`src/rtl/register_file.sv`:
```
`default_nettype none
// ============================================================================
//  Module   : register_file
//  Purpose  : DEPTH x N register file with one synchronous write port, two
//             combinational read ports, optional same-cycle write-to-read
//             bypass and a hardwired-zero entry 0. Asynchronous clear.
//  Revision : 1.0 - initial release
// ============================================================================
module register_file #(
  parameter int N      = 64,
  parameter int DEPTH  = 32,
  parameter int ADDR_W = 5,
  parameter int BYPASS = 1
) (
  input  logic              clk,
  input  logic              reset,
  input  logic              load,
  input  logic [ADDR_W-1:0] write_addr,
  input  logic [N-1:0]      data_in,
  input  logic [ADDR_W-1:0] read_addr_a,
  input  logic [ADDR_W-1:0] read_addr_b,
  output logic [N-1:0]      data_out_a,
  output logic [N-1:0]      data_out_b
);

  localparam bit c_bypass = (BYPASS != 0);

  // A write only takes effect when not in reset and not aimed at entry 0.
  logic              w_wr_en;
  logic [N-1:0]      w_entry [DEPTH];
  logic [N-1:0]      w_rd_a;
  logic [N-1:0]      w_rd_b;

  assign w_wr_en = load && !reset && (write_addr != '0);

  // Entry 0 has no storage; it is a constant zero in the read array.
  assign w_entry[0] = '0;

  for (genvar gi = 1; gi < DEPTH; gi++) begin : g_entry
    logic [N-1:0] r_word;

    // Storage word: cleared asynchronously, loaded when addressed.
    always_ff @(posedge clk or posedge reset) begin
      if (reset) begin
        r_word <= '0;
      end else if (w_wr_en && (write_addr == ADDR_W'(gi))) begin
        r_word <= data_in;
      end
    end

    assign w_entry[gi] = r_word;
  end

  // Read muxes with optional forwarding of the in-flight write; reset wins.
  always_comb begin
    w_rd_a = w_entry[read_addr_a];
    w_rd_b = w_entry[read_addr_b];
    if (c_bypass && w_wr_en && (read_addr_a == write_addr)) begin
      w_rd_a = data_in;
    end
    if (c_bypass && w_wr_en && (read_addr_b == write_addr)) begin
      w_rd_b = data_in;
    end
    if (reset) begin
      w_rd_a = '0;
      w_rd_b = '0;
    end
  end

  assign data_out_a = w_rd_a;
  assign data_out_b = w_rd_b;

endmodule
`default_nettype wire
```
`config.mk`:
```
export PLATFORM = sky130hd
export DESIGN_NAME = register_file
export DESIGN_NICKNAME = d
export VERILOG_FILES = /design/src/rtl/register_file.sv
export SDC_FILE = /design/constraint.sdc
export NUM_CORES = 2
export LEC_CHECK = 0
export CAP_MARGIN = 30
export CELL_PAD_IN_SITES_DETAIL_PLACEMENT = 0
export CELL_PAD_IN_SITES_GLOBAL_PLACEMENT = 2
export CORE_AREA = 2 2 622 438
export CTS_CLUSTER_DIAMETER = 40
export CTS_CLUSTER_SIZE = 12
export DETAILED_ROUTE_END_ITERATION = 10
export DIE_AREA = 0 0 624 440
export GPL_TIMING_DRIVEN = 1
export MAX_ROUTING_LAYER = met4
export PLACE_DENSITY = 0.77
export SLEW_MARGIN = 20
export SYNTH_ARGS = -nofsm -noshare
export SYNTH_HDL_FRONTEND = slang
export SYNTH_SLANG_ARGS = --single-unit
```
`constraint.sdc`:
```
create_clock -name clk -period 84.8 [get_ports clk]
set_clock_uncertainty 0.05 [all_clocks]
set_input_delay 8.48 -clock clk [delete_from_list [all_inputs] [get_ports clk]]
set_output_delay 8.48 -clock clk [all_outputs]
set_load 0.01 [all_outputs]
```
# ---- Word level (Yosys, flattened, before mapping)
# Index checks and enable logic that the tools add are counted.
dict set report word_totals {
  regBits 1984
}
dict set report classes {
  order_cmp 2
  eq_ne 33
  muxes 10
  bitwise_logic 2
  n_reduce_logical 37
}
# operator n
set ops {}
lappend ops {{binary-select mux 64 bit (select 5 bit)} 2}
lappend ops {{two-way mux 64 bit} 8}
lappend ops {{== test 5 bit, second input constant} 16}
lappend ops {{== test 5 x 4 -> 1 bit, second input constant} 8}
lappend ops {{logical AND 1 bit} 35}
lappend ops {{== test 5 x 3 -> 1 bit, second input constant} 4}
lappend ops {{>= comparator 6 bit, second input constant} 2}
lappend ops {{inverter 5 -> 6 bit} 2}
lappend ops {{== test 5 x 2 -> 1 bit, second input constant} 2}
lappend ops {{== test 5 bit} 2}
lappend ops {{== test 5 x 1 -> 1 bit, second input constant} 1}
lappend ops {{nonzero test 5 bit} 1}
lappend ops {{zero test 1 bit} 1}

# ---- Logic depth before layout (Yosys ltp)
dict set report depth {
  word_depth 6
  mapped_depth 9
  mapped_depth_nobuf 5
}

# ---- Least setup slack after synthesis
# Ideal clock, no wire load.
dict set report synth_path {
  path_type {input to output}
  from {input reset}
  to {output data_out_a[61]}
  arrival_ns 74.412
  t_required_ns 76.270
  setup_slack_ns 1.858
  cell_stages 4
  path_buffers 2
  path_cell_list {clkbuf_1 > inv_1 > clkbuf_1 > o221a_2}
}
dict set report synth_between {
  elab_chain_cells 6
}
# element line
set synth_lines {}
lappend synth_lines {{from (decl)} 16} ;# input logic reset,
lappend synth_lines {{zero test 1 bit (no line)} --}
lappend synth_lines {{logical AND 1 bit (2 in a row)} 34} ;# assign w_wr_en = load && !reset && (write_addr != '0);
lappend synth_lines {{logical AND 1 bit} 58} ;# if (c_bypass && w_wr_en && (read_addr_a == write_addr)) begin
lappend synth_lines {{two-way mux 64 bit} 58}
lappend synth_lines {{two-way mux 64 bit (*)} 64} ;# if (reset) begin
lappend synth_lines {{to (decl)} 22} ;# output logic [N-1:0] data_out_a,
# Every way passes the cells marked *; elsewhere a longest branch is shown, timed or not.

# ---- Worst setup path after layout
dict set report layout_path {
  from {input read_addr_b[4]}
  to {output data_out_b[5]}
}
dict set report layout_between {
  elab_chain_cells 6
  word_cells_on_any_way 8
  classes_between {eq/ne (1); mux (5); bitwise (1); reduce/logical (1)}
}
# element line
set layout_lines {}
lappend layout_lines {{from (decl)} 21} ;# input logic [ADDR_W-1:0] read_addr_b,
lappend layout_lines {{inverter 5 -> 6 bit (not written as such)} 57} ;# w_rd_b = w_entry[read_addr_b];
lappend layout_lines {{binary-select mux 64 bit (select 5 bit)} 57}
lappend layout_lines {{two-way mux 64 bit (not written as such) (2 in a row)} 57}
lappend layout_lines {{two-way mux 64 bit (*)} 61} ;# if (c_bypass && w_wr_en && (read_addr_b == write_addr)) begin
lappend layout_lines {{two-way mux 64 bit (*)} 64}
lappend layout_lines {{to (decl)} 23} ;# output logic [N-1:0] data_out_b
# Every way passes the cells marked *; elsewhere a longest branch is shown, timed or not. The select of a mux whose other input is x is not followed.

==> reports/metrics.cfg <==
[outcome]
status = finished clean

[clock_network]
cts_buffers = 267
cts_setup_buffers = 0
cts_max_path_buffers = 4
holdBufCountCts = 0
cts_tree = built
h-tree-depth = 5
clkLatencyLatePin_ps = 850
cts.sinks = 1984
clkTransAtPathRegs_ps = 60
cts_resized = 0
cts_root_buffer = clkbuf_16

[floorplan]
dieHeight_um = 440
dieArea_um2 = 275000
core_area_um2 = 270000
ioPinCount = 210
rows = 160
dieWidth_um = 624
initial_utilization_pct = 40.7

[power]
ir_worst_vdd_mv = 0.0158
p_per_area_nw_per_um2 = 22.3
p_seq_share_pct = 42.0
power_mw = 2.77
power.clock.fraction_pct = 41.4
leakagePower_nw = 56.3
p_sw_mw = 0.768
p_int_mw = 2.00
power_switching_share_pct = 27.8
power_frac_comb_pct = 16.6

[synth]
synth_area_leaders = dfrtp_1, mux2_2, mux2i_1, mux4_2, nand2_1
yosysUniqueCellTypes = 68
syn_area_um2 = 110000
yosysSeqAreaShare_pct = 45.2
yosysMostFrequentCell = mux2_2
synth_top_area_share_pct = 45.2
synth_area_leader_cell = dfrtp_1
synth_cells = 8371
synth_nets = 8453
synth_edf_count = 0
async_reset_ff_share_pct = 100
synthTopCellsByCount = mux2_2, dfrtp_1, mux2i_1, nand2_1, mux4_2
synthFlopType = dfrtp_1
syn_area_per_cell_um2 = 13.1
ys_ff_latch = 1984
synth_warnings = 0

[global_routing]
antenna_found_initial = 21
grt_pass1_wl_mm = 586
grt_usage_pct = 30.1
grt_overflow = 0
grt_max_degree = 165
grt_pass1_vias = 78600

[routing]
vias = 77600
drc = 0
antenna_left = 0
routedWlPerCell_um = 33.9
routed_wl_mm = 408
firstDrtPassIters = 6
drt_iter0_drc = 7534
routed_via_density = 6.45

[final_layout]
largest-register = g_entry.r_word
largest_register_ffs = 1984
nets = 8349
largestRegisters = g_entry.r_word x1984
finalNonFillerCells = 12000
area_growth_syn_to_layout_pct = 13.3
fillers = 23800
drive_gt1_share_pct = 40.3

[worst_setup_path]
worst_path_largest_cell_delay_ps = 940
crit_path_start_kind = input pin
rrSetupSlack_ps = 83920
crit_family = buffers and inverters
crit_fanout = 76
path_buf_inv = 6
crit_arrival_ps = 13950
worstPathCellList = clkbuf_8 > buf_4 > buf_4 > clkinv_1 > nor2_4 > buf_4 > a221oi_1 > a211oi_1 > clkdlybuf4s50_1
worstPathRequired_ps = 76270
rr_worst_depth = 1
slowest_stage = a211oi_1
cpMostUsedCell = buf_4
cp-end-kind = output port
crit_type = input pin to output port
r2r-end = g_entry[28].r_word[42]$_DFFE_PP0P_
cp.depth = 9
reg2reg_from = g_entry[28].r_word[42]$_DFFE_PP0P_

[sta]
finalSetupTns_ps = 0
worst_pin_slew_ps = 1110
rsz0062_at_grt = no
min_period_ps = 22480
hold_slack_ps = 451
slew_headroom_pct = 26.2
post-route-period-util_pct = 26.5
hold_viol_final = 0
setup_violations = 0
fmax_mhz = 44.5
timing.final.ws_setup_ps = 62320
drv_slew = 0

[worst_hold_path]
min_path_cells = 1
min-delay-start = g_entry[17].r_word[6]$_DFFE_PP0P_
min_path_type = flop to flop
hold_end = g_entry[17].r_word[6]$_DFFE_PP0P_

[placed_design]
dp_cells = 11500
post-dp-hpwl_mm = 236
place.port_buffers = 209
routabilityCongestion = 0.827
pre_cts_ws_ps = 62370

[run]
max-cap-violations = 0

## cell families after synthesis
logic type,count (synthesis),share of synthesized area [%]
DFF,1984,45.2
xor gates and xnor gates,10,0.0798
muxes,3572,39.9
buffers and inverters,903,4.27
AOI/OAI and AO/OA,1040,7.18
and+or+nand+nor,862,3.30
## how the worst max path moves through the flow
stage	end	from	slack (ps)
after global routing	data_out_b[5]	read_addr_b[4]	62350
final	data_out_b[5]	read_addr_b[4]	62320
after CTS	data_out_a[9]	read_addr_a[0]	62370
after global placement	data_out_b[9]	write_addr[3]	62110
after floorplan	data_out_a[61]	reset	37310
after detailed placement	data_out_a[9]	read_addr_a[0]	62370
## through the flow
stage | utilization [%] | instance area (um2)
finish | 46.1 | 124000
global route | 46.1 | 124000
CTS | 45.9 | 124000
detailed placement | 42.6 | 115000
global placement | 42.2 | 114000
floorplan | - | 110000
## per-layer routing
| layer | GRT usage [%] | share of wire (%) | wire [um] | up-vias |
|---|---|---|---|---|
| met2 | 44.7 | 45 | 182000 | 3565 |
| met1 | 40.8 | 43 | 175000 | 41600 |
| met5 | - | 0 | 0 | - |
| li1 | - | - | - | 31600 |
| met3 | 5.66 | 8.1 | 33100 | 905 |
| met4 | 11.7 | 4.3 | 17600 | 0 |
## placed cells by master, fill, tap and decap left out, drive strengths merged, types with 8 or more instances in the layout
cell type	synthesis	final
o311a	18	18
nor3	13	13
inv	6	32
nor2b	11	11
a311oi	86	86
o41ai	9	9
nor2	258	258
a221oi	13	13
a31oi	64	64
mux2i	979	979
o21ai	36	36
nand2	496	496
or2	10	10
o22ai	150	150
diode	0	12
clkinv	1	55
clkdlybuf4s50	0	192
and3	9	9
nand3	23	23
o31ai	37	37
clkinvlp	0	22
xnor2	8	8
o32ai	9	9
o22a	45	45
and2	22	22
dfrtp	1984	1984
buf	499	328
mux2	2165	2165
a211o	26	26
mux4	428	428
a22o	75	75
o221ai	104	104
clkbuf	397	345
a22oi	130	130
a41oi	45	45
bufinv	0	18
a21oi	94	94
o221a	9	9
a211oi	41	41
o311ai	42	42
## power groups by stage
stage,Clock (mW),Combinational [mW],Sequential [mW]
after floorplan,0,0.335,1.15
after global placement,0,0.440,1.17
after detailed placement,0,0.453,1.18
after CTS,1.16,0.454,1.16
after global routing,1.20,0.489,1.18
final,1.15,0.459,1.16
## layout make-up
class	count	area (um2)	share of cell area (%)
clock inverters	120	1320	1.06
well taps	3564	4460	3.59
clock buffers	343	7560	6.09
multi-input cells	5484	55800	44.9
flip-flops and latches	1984	49600	39.9
repair buffers	523	5440	4.37
diodes	12	30.0	0.0242
inverters	7	50.0	0.0403
Note: power is estimated with default switching activity, not from simulation.
